--- src/rtl/seg_display_ctrl.sv ---
// Sequencing controller for seven_seg_unit: shares the display between CPU output
// values (each held for at least HOLD_CYCLES) and the switch-input prompt.
module seg_display_ctrl #(
    parameter int HOLD_CYCLES = 50_000_000,
    parameter int CNT_WIDTH   = $clog2(HOLD_CYCLES) + 1
) (
    input  logic        clk,
    input  logic        rst,
    input  logic        cpu_req,
    input  logic [31:0] cpu_value,
    output logic        cpu_ack,
    input  logic        in_req,
    output logic [31:0] display_value,
    output logic        switch_enable,
    output logic        input_enable,
    output logic        busy
);

    typedef enum logic [1:0] {
        OFF,
        SHOW,
        HOLD,
        INPUT
    } state_t;

    state_t               state;
    logic [CNT_WIDTH-1:0] count;

    always_ff @(posedge clk) begin
        if (rst) begin
            state         <= OFF;
            count         <= '0;
            display_value <= 32'h0;
            cpu_ack       <= 1'b0;
            switch_enable <= 1'b0;
            input_enable  <= 1'b0;
            busy          <= 1'b0;
        end else begin
            cpu_ack <= 1'b0;
            case (state)
                OFF, SHOW: begin
                    // A CPU value beats a simultaneous input prompt; the prompt is
                    // picked up once the hold expires if in_req is still high.
                    if (cpu_req) begin
                        display_value <= cpu_value;
                        cpu_ack       <= 1'b1;
                        count         <= CNT_WIDTH'(HOLD_CYCLES - 1);
                        state         <= HOLD;
                        input_enable  <= 1'b1;
                        switch_enable <= 1'b0;
                        busy          <= 1'b1;
                    end else if (in_req) begin
                        state         <= INPUT;
                        input_enable  <= 1'b1;
                        switch_enable <= 1'b1;
                        busy          <= 1'b1;
                    end
                end
                HOLD: begin
                    if (count == '0) begin
                        state <= SHOW;
                        busy  <= 1'b0;
                    end else begin
                        count <= count - CNT_WIDTH'(1);
                    end
                end
                INPUT: begin
                    if (!in_req) begin
                        state         <= SHOW;
                        switch_enable <= 1'b0;
                        busy          <= 1'b0;
                    end
                end
                default: begin
                    state         <= OFF;
                    input_enable  <= 1'b0;
                    switch_enable <= 1'b0;
                    busy          <= 1'b0;
                end
            endcase
        end
    end

endmodule

--- config.mk ---
export PLATFORM = sky130hd
export DESIGN_NAME = seg_display_ctrl
export DESIGN_NICKNAME = d
export VERILOG_FILES = /design/src/rtl/seg_display_ctrl.sv
export SDC_FILE = /design/constraint.sdc
export NUM_CORES = 1
export LEC_CHECK = 0
export CORE_MARGIN = 1.5
export CORE_UTILIZATION = 50
export CTS_CLUSTER_SIZE = 20
export DETAILED_ROUTE_END_ITERATION = 16
export HOLD_SLACK_MARGIN = 0.1
export PLACE_DENSITY = 0.86
export SETUP_SLACK_MARGIN = 0.02
export SLEW_MARGIN = 20
export SYNTH_ARGS = -nofsm -noshare
export SYNTH_HDL_FRONTEND = slang
export SYNTH_SLANG_ARGS = --single-unit
--- constraint.sdc ---
create_clock -name clk -period 4.4 [get_ports clk]
set_input_delay 0.88 -clock clk [delete_from_list [all_inputs] [get_ports clk]]
set_output_delay 0.88 -clock clk [all_outputs]
set_load 0.01 [all_outputs]
==> results.toml, run 1 <==
[outcome]
run_status = "finished, final reports clean"

[clock_network]
numCtsBuffers = 9
clk_pin_slew_worst_paths_ps = 70
clock_sinks = 64
clock_latency_ps = 350
clockBufferDepth = 2
cts.repair.resized = 0
htreeDepth = 3
root_buffer = "clkbuf_8"
post_cts_buffers = 0
tritoncts = "built"
ctsHoldBuffers = 0

[final_layout]
layout-drive-gt1-share_pct = 7.63
fillers = 392
diodes = 0
num-nets-final = 425
final_cells = 463
area_growth_syn_to_layout_pct = 34.1
regArea_um2 = 1280
multi_input_area_um2 = 1340
postLayoutCoreUtil_pct = 70.8
fin_area_um2 = 3660

[detailed_routing]
drt_first_iter_violations = 198
routedWlPerCell_um = 14.0
highest_layer = "met4"
vias_per_cell = 5.44
drt_wl_total_um = 6470
route.met3.wl_um = 502
wl_met2_um = 3080
postRouteAntennaNets = 0
drc = 0
drtPass1Iterations = 4
drt-met1-wl_um = 2770
num_vias = 2517

[logic_synthesis]
synth_edf_count = 0
synth_top_family_by_area = "simple AND/OR/NAND/NOR gates"
yosys.area_share.simple_pct = 25.9
ys_seq_area_share_pct = 46.9
synth_seq_cells = 64
syn_area_um2 = 2730
synthMuxAreaShare_pct = 0
synth_cell_type_count = 48
synth_top_area_share_pct = 46.9
synth_warnings = 0
synth_area_leaders = "dfxtp_1, nand2_1, a21oi_1"
yosysTopAreaCell = "dfxtp_1"
ys.flop_type = "dfxtp_1"
avgSynthCellArea_um2 = 8.43
synthArstFlopShare_pct = 0
synth_compound_area_share_pct = 18.6
synthCells = 324
syn-num-nets = 361
synthAdderAreaFrac_pct = 0.458
synth_xor_xnor_area_share_pct = 3.85

[floorplanning]
num_rows = 26
pin_count = 72
core-area_um2 = 5170
die_x_um = 76.9
start_util_pct = 52.8
die-area_um2 = 5910
dieHeight_um = 76.9

[placed_design]
dp.cells = 447
gp_congestion = 0.828
dpl.hpwl_um = 4320
place_area_um2 = 3440
port_buffers = 71
post-place-ws_ps = 1580

[global_route]
antenna_found_initial = 0
track_usage_pct = 23.2
grt_pass1_wl_um = 10800
grt_pass1_vias = 2360
grt_max_degree = 56
grt.overflow.total = 0

[power_and_ir_drop]
irDropWorstVdd_v = 0.000237
finalPower_mw = 1.47
leakage_nw = 1.29
p_per_area_nw_per_um2 = 401

[timing]
drv_slew = 0
fmax_ghz = 0.403
layout_setup_ws_ps = 1920
setup_viol = 0
setup_tns_ps = 0
timing.final.crit_share_pct = 56.4
rsz0062_at_grt = "no"
slew_headroom_pct = 35.2
layout_min_cycle_time_ps = 2480
final_hold_viol_count = 0
holdWs_ps = 452
skew_ps = 7.99
worst_pin_slew_ps = 971

[job]
cap_violations = 0

[critical_path]
cp-end-kind = "register"
critical_path_class = "input port to register"
start_kind = "input port"
max_stage_delay_ps = 790
crit_path_cell_trace = "clkdlybuf4s50_1 -> nor2b_2 -> buf_4 -> nand2_1 -> a21oi_1"
crit_arrival_ps = 2750
crit_required_ps = 4670
cp_max_fo = 25
crit_path_top_delay_cell = "nor2b_2"

[hold_path]
holdCritPathClass = "register to register"
[kinds of logic after synthesis]
group | count (synthesis)
DFF | 64
AOI/OAI and AO/OA | 82
buffers and inverters | 24
adders and majority gates | 1
and+or+nand+nor | 141
xor gates and xnor gates | 12
[critical path: cells and delay by family]
family                 cells  cell delay [ps]
and+or+nand+nor            2              870
buffers and inverters      2              850
AOI/OAI and AO/OA          1              130
[final timing paths]
check	cells after the start	startpoint	slack [ps]	endpoint
max	5	cpu_req	1920	display_value[5]$_SDFFE_PP0P_
min	2	count[26]$_SDFFE_PP0P_	450	count[26]$_SDFFE_PP0P_
max reg2reg	7	count[0]$_SDFFE_PP0P_	2040	count[24]$_SDFFE_PP0P_
min reg2reg	2	count[26]$_SDFFE_PP0P_	450	count[26]$_SDFFE_PP0P_
[per-layer routing]
layer | vias to the layer above | GRT usage, %
li1 | 1279 | -
met3 | 13 | 10.5
met1 | 1136 | 27.2
met5 | - | 0
met4 | 0 | 8.70
met2 | 89 | 37.0
[area by class of cell]
class	count	share of cell area, %
Clock buffer	9	3.38
Clock inverter	7	2.63
Tap cell	70	2.39
Timing Repair Buffer	73	19.7
Multi-Input combinational cell	236	36.5
Sequential cell	64	35.0
Inverter	4	0.410
[cells in the mapped netlist (all sizes together), types with 5 or more instances]
library cell and number:
nand2b 6, nand2 71, a31oi 10, a21oi 43, or3 6, clkbuf 13, nor3 11, nor2 17
xor2 5, buf 6, xnor2 7, nor4 6, o21ai 6, dfxtp 64, a211oi 7
[layout by cell type, fill, tap and decap left out, types with 3 or more instances in the layout]
| cell type | n |
|---|---|
| nand2_1 | 71 |
| clkdlybuf4s50_1 | 70 |
| dfxtp_1 | 64 |
| a21oi_1 | 43 |
| nor2_1 | 17 |
| a31oi_1 | 10 |
| nor3_1 | 9 |
| clkbuf_8 | 9 |
| xnor2_1 | 7 |
| a211oi_1 | 7 |
| o21ai_0 | 6 |
| nor4_1 | 5 |
| or3_1 | 5 |
| nand2b_1 | 5 |
| xor2_1 | 5 |
| inv_1 | 4 |
| nand4_1 | 4 |
| nand3_1 | 4 |
| o31ai_1 | 4 |
| and4_1 | 3 |
| a311oi_1 | 3 |
| clkinvlp_4 | 3 |
[flip-flops by register name (all words and copies together) (netlist names)]
| name | flops |
|---|---|
| count | 27 |
| busy | 1 |
| display_value | 32 |
| cpu_ack | 1 |
| state | 1 |
| switch_enable | 1 |
| input_enable | 1 |
[where the power goes]
part / total [mW] / switching, mW / internal [mW]
sequential: 0.658 / 0.0370 / 0.621
clock: 0.556 / 0.237 / 0.318
combinational: 0.255 / 0.133 / 0.122
No activity file was read; power rests on OpenSTA's default activity.
==> run 2, diff against run 1 <==
- CORE_UTILIZATION: 50 -> 48
- PLACE_DENSITY: 0.86 -> 0.83
- clock period: 4.4 -> 2.4 ns (I/O delays scaled with it)
==> results.toml, run 2 (synthesis results as in run 1) <==
[outcome]
run_status = "finished, final reports clean"

[timing]
final_hold_viol_count = 0
drv_slew = 0
rsz0062_at_grt = "no"
layout_min_cycle_time_ps = 2190
timing.final.crit_share_pct = 91.2
setup_viol = 0
setup_tns_ps = 0
worst_pin_slew_ps = 539
slew_headroom_pct = 63.8
skew_ps = 7.58
fmax_ghz = 0.457

[hold_path]
holdPathStages = 2
holdCritPathClass = "register to register"
holdPathEnd = "count[26]$_SDFFE_PP0P_"
hp-start = "count[26]$_SDFFE_PP0P_"

[floorplanning]
pin_count = 72
start_util_pct = 49.6
num_rows = 27
core-area_um2 = 5510
die-area_um2 = 6150
dieHeight_um = 78.4
die_x_um = 78.4

[final_layout]
fin_area_um2 = 3710
largest_register_ffs = 32
num-nets-final = 435
area_growth_syn_to_layout_pct = 35.8
diodes = 0
fillers = 442
reg_top3 = "display_value (32), count (27)"
layout-drive-gt1-share_pct = 9.95
final_cell_mix = "nand2_1, clkdlybuf4s50_1, dfxtp_1"
layout_commonest_cell = "nand2_1"
top_register = "display_value"

[global_route]
grt_pass1_vias = 2535
grt.overflow.total = 0
grt_pass1_wl_um = 11200
grt_max_degree = 24
track_usage_pct = 22.9
antenna_found_initial = 0

[clock_network]
clock_latency_ps = 340
clockBufferDepth = 2
numCtsBuffers = 9
ctsHoldBuffers = 0
post_cts_buffers = 0
tritoncts = "built"
root_buffer = "clkbuf_8"
clk_pin_slew_worst_paths_ps = 70
clock_sinks = 64
htreeDepth = 3

[detailed_routing]
vias_per_cell = 5.38
highest_layer = "met4"
drt_wl_total_um = 6560
route.met3.wl_um = 511
drc = 0
drt_first_iter_violations = 127
wl_met2_um = 3090
drtPass1Iterations = 4
postRouteAntennaNets = 0
routedWlPerCell_um = 13.8
drt-met1-wl_um = 2860
num_vias = 2551

[placed_design]
place_area_um2 = 3520
dpl.hpwl_um = 4660
gp_congestion = 0.882
port_buffers = 71

[critical_path]
start_kind = "register"
max_stage_delay_ps = 480
r2r-end = "count[24]$_SDFFE_PP0P_"
timing.rr.start = "count[0]$_SDFFE_PP0P_"
rr_worst_depth = 7
cp-end-kind = "register"
crit_path_cell_trace = "inv_1 -> ha_1 -> nor3b_2 -> nand3_1 -> or3_4 -> or4_1 -> a21oi_1"
reg2reg_slack_ps = 210
critical_path_class = "register to register"
crit_path_top_delay_cell = "or4_1"
cp_max_fo = 7
crit_required_ps = 2670
crit_arrival_ps = 2450

[job]
cap_violations = 0

[power_and_ir_drop]
leakage_nw = 1.32
p_per_area_nw_per_um2 = 683
irDropWorstVdd_v = 0.000413
[run 2: cell count changes in the layout (fill, tap and decap cells not counted), sizes merged]
| cell | change |
|---|---|
| buf | +10 |
| bufinv | -2 |
| clkbuf | +2 |
| clkinv | -1 |
| clkinvlp | -1 |
| inv | +1 |
[run 2: worst max-delay path by stage]
stage	start	end	depth (start not counted)
floorplan	count[0]$_SDFFE_PP0P_	count[24]$_SDFFE_PP0P_	7
global placement	count[7]$_SDFFE_PP0P_	count[6]$_SDFFE_PP0P_	5
detailed placement	count[0]$_SDFFE_PP0P_	count[2]$_SDFFE_PP0P_	7
CTS	count[7]$_SDFFE_PP0P_	count[4]$_SDFFE_PP0P_	5
global route	count[0]$_SDFFE_PP0P_	count[24]$_SDFFE_PP0P_	7
finish	count[0]$_SDFFE_PP0P_	count[24]$_SDFFE_PP0P_	7
[run 2: worst max-delay path: cells and delay by family, from the launching register on]
kind                     cells  cell delay, ps
buffers and inverters        1              70
AND/OR/NAND/NOR              4            1390
AO/OA/AOI/OAI                1             150
adder cells (fa/ha/maj)      1             180
flip-flops                   1             330
[run 2: layout make-up]
type                    count  area (µm²)  share of cell area [%]
well taps                  72        90.1                    2.43
inverters                   4        15.0                   0.405
multi-input cells         236        1350                    36.3
repair buffers             83         796                    21.5
clock buffers              11         151                    4.08
clock inverters             4        28.8                   0.776
flip-flops and latches     64        1280                    34.5
[run 2: power by group]
part / switching [mW] / total [mW] / leakage (nW) / internal, mW
Sequential: 0.0636 / 1.20 / 0.527 / 1.14
Combinational: 0.251 / 0.494 / 0.708 / 0.243
Clock: 0.411 / 0.838 / 0.0878 / 0.427
[run 2: stage by stage]
| stage | std cells | total power [mW] | worst slack (ps) | utilization [%] | hold slack [ps] |
|---|---|---|---|---|---|
| CTS | 474 | 2.55 | 177 | 67.1 | 453 |
| global route | 474 | 2.66 | 34.1 | 67.3 | 475 |
| detailed placement | 459 | 1.71 | 208 | 63.9 | 444 |
| floorplan | 324 | 1.50 | 359 | - | 425 |
| global placement | 459 | 1.70 | 263 | 63.9 | 436 |
| finish | 474 | 2.53 | 212 | 67.3 | 451 |
[run 2: timing repair]
item / in CTS / in global routing
endpoints found under the setup margin: 0 / 4
gates resized for setup: 0 / 2
endpoints found under the hold margin: 0 / 0
[run 2: layer usage]
layer / vias to the layer above / global-route usage (%)
li1: 1291 / -
met1: 1163 / 27.7
met2: 87 / 37.0
met3: 10 / 7.21
met4: 0 / 10.7
met5: - / 0
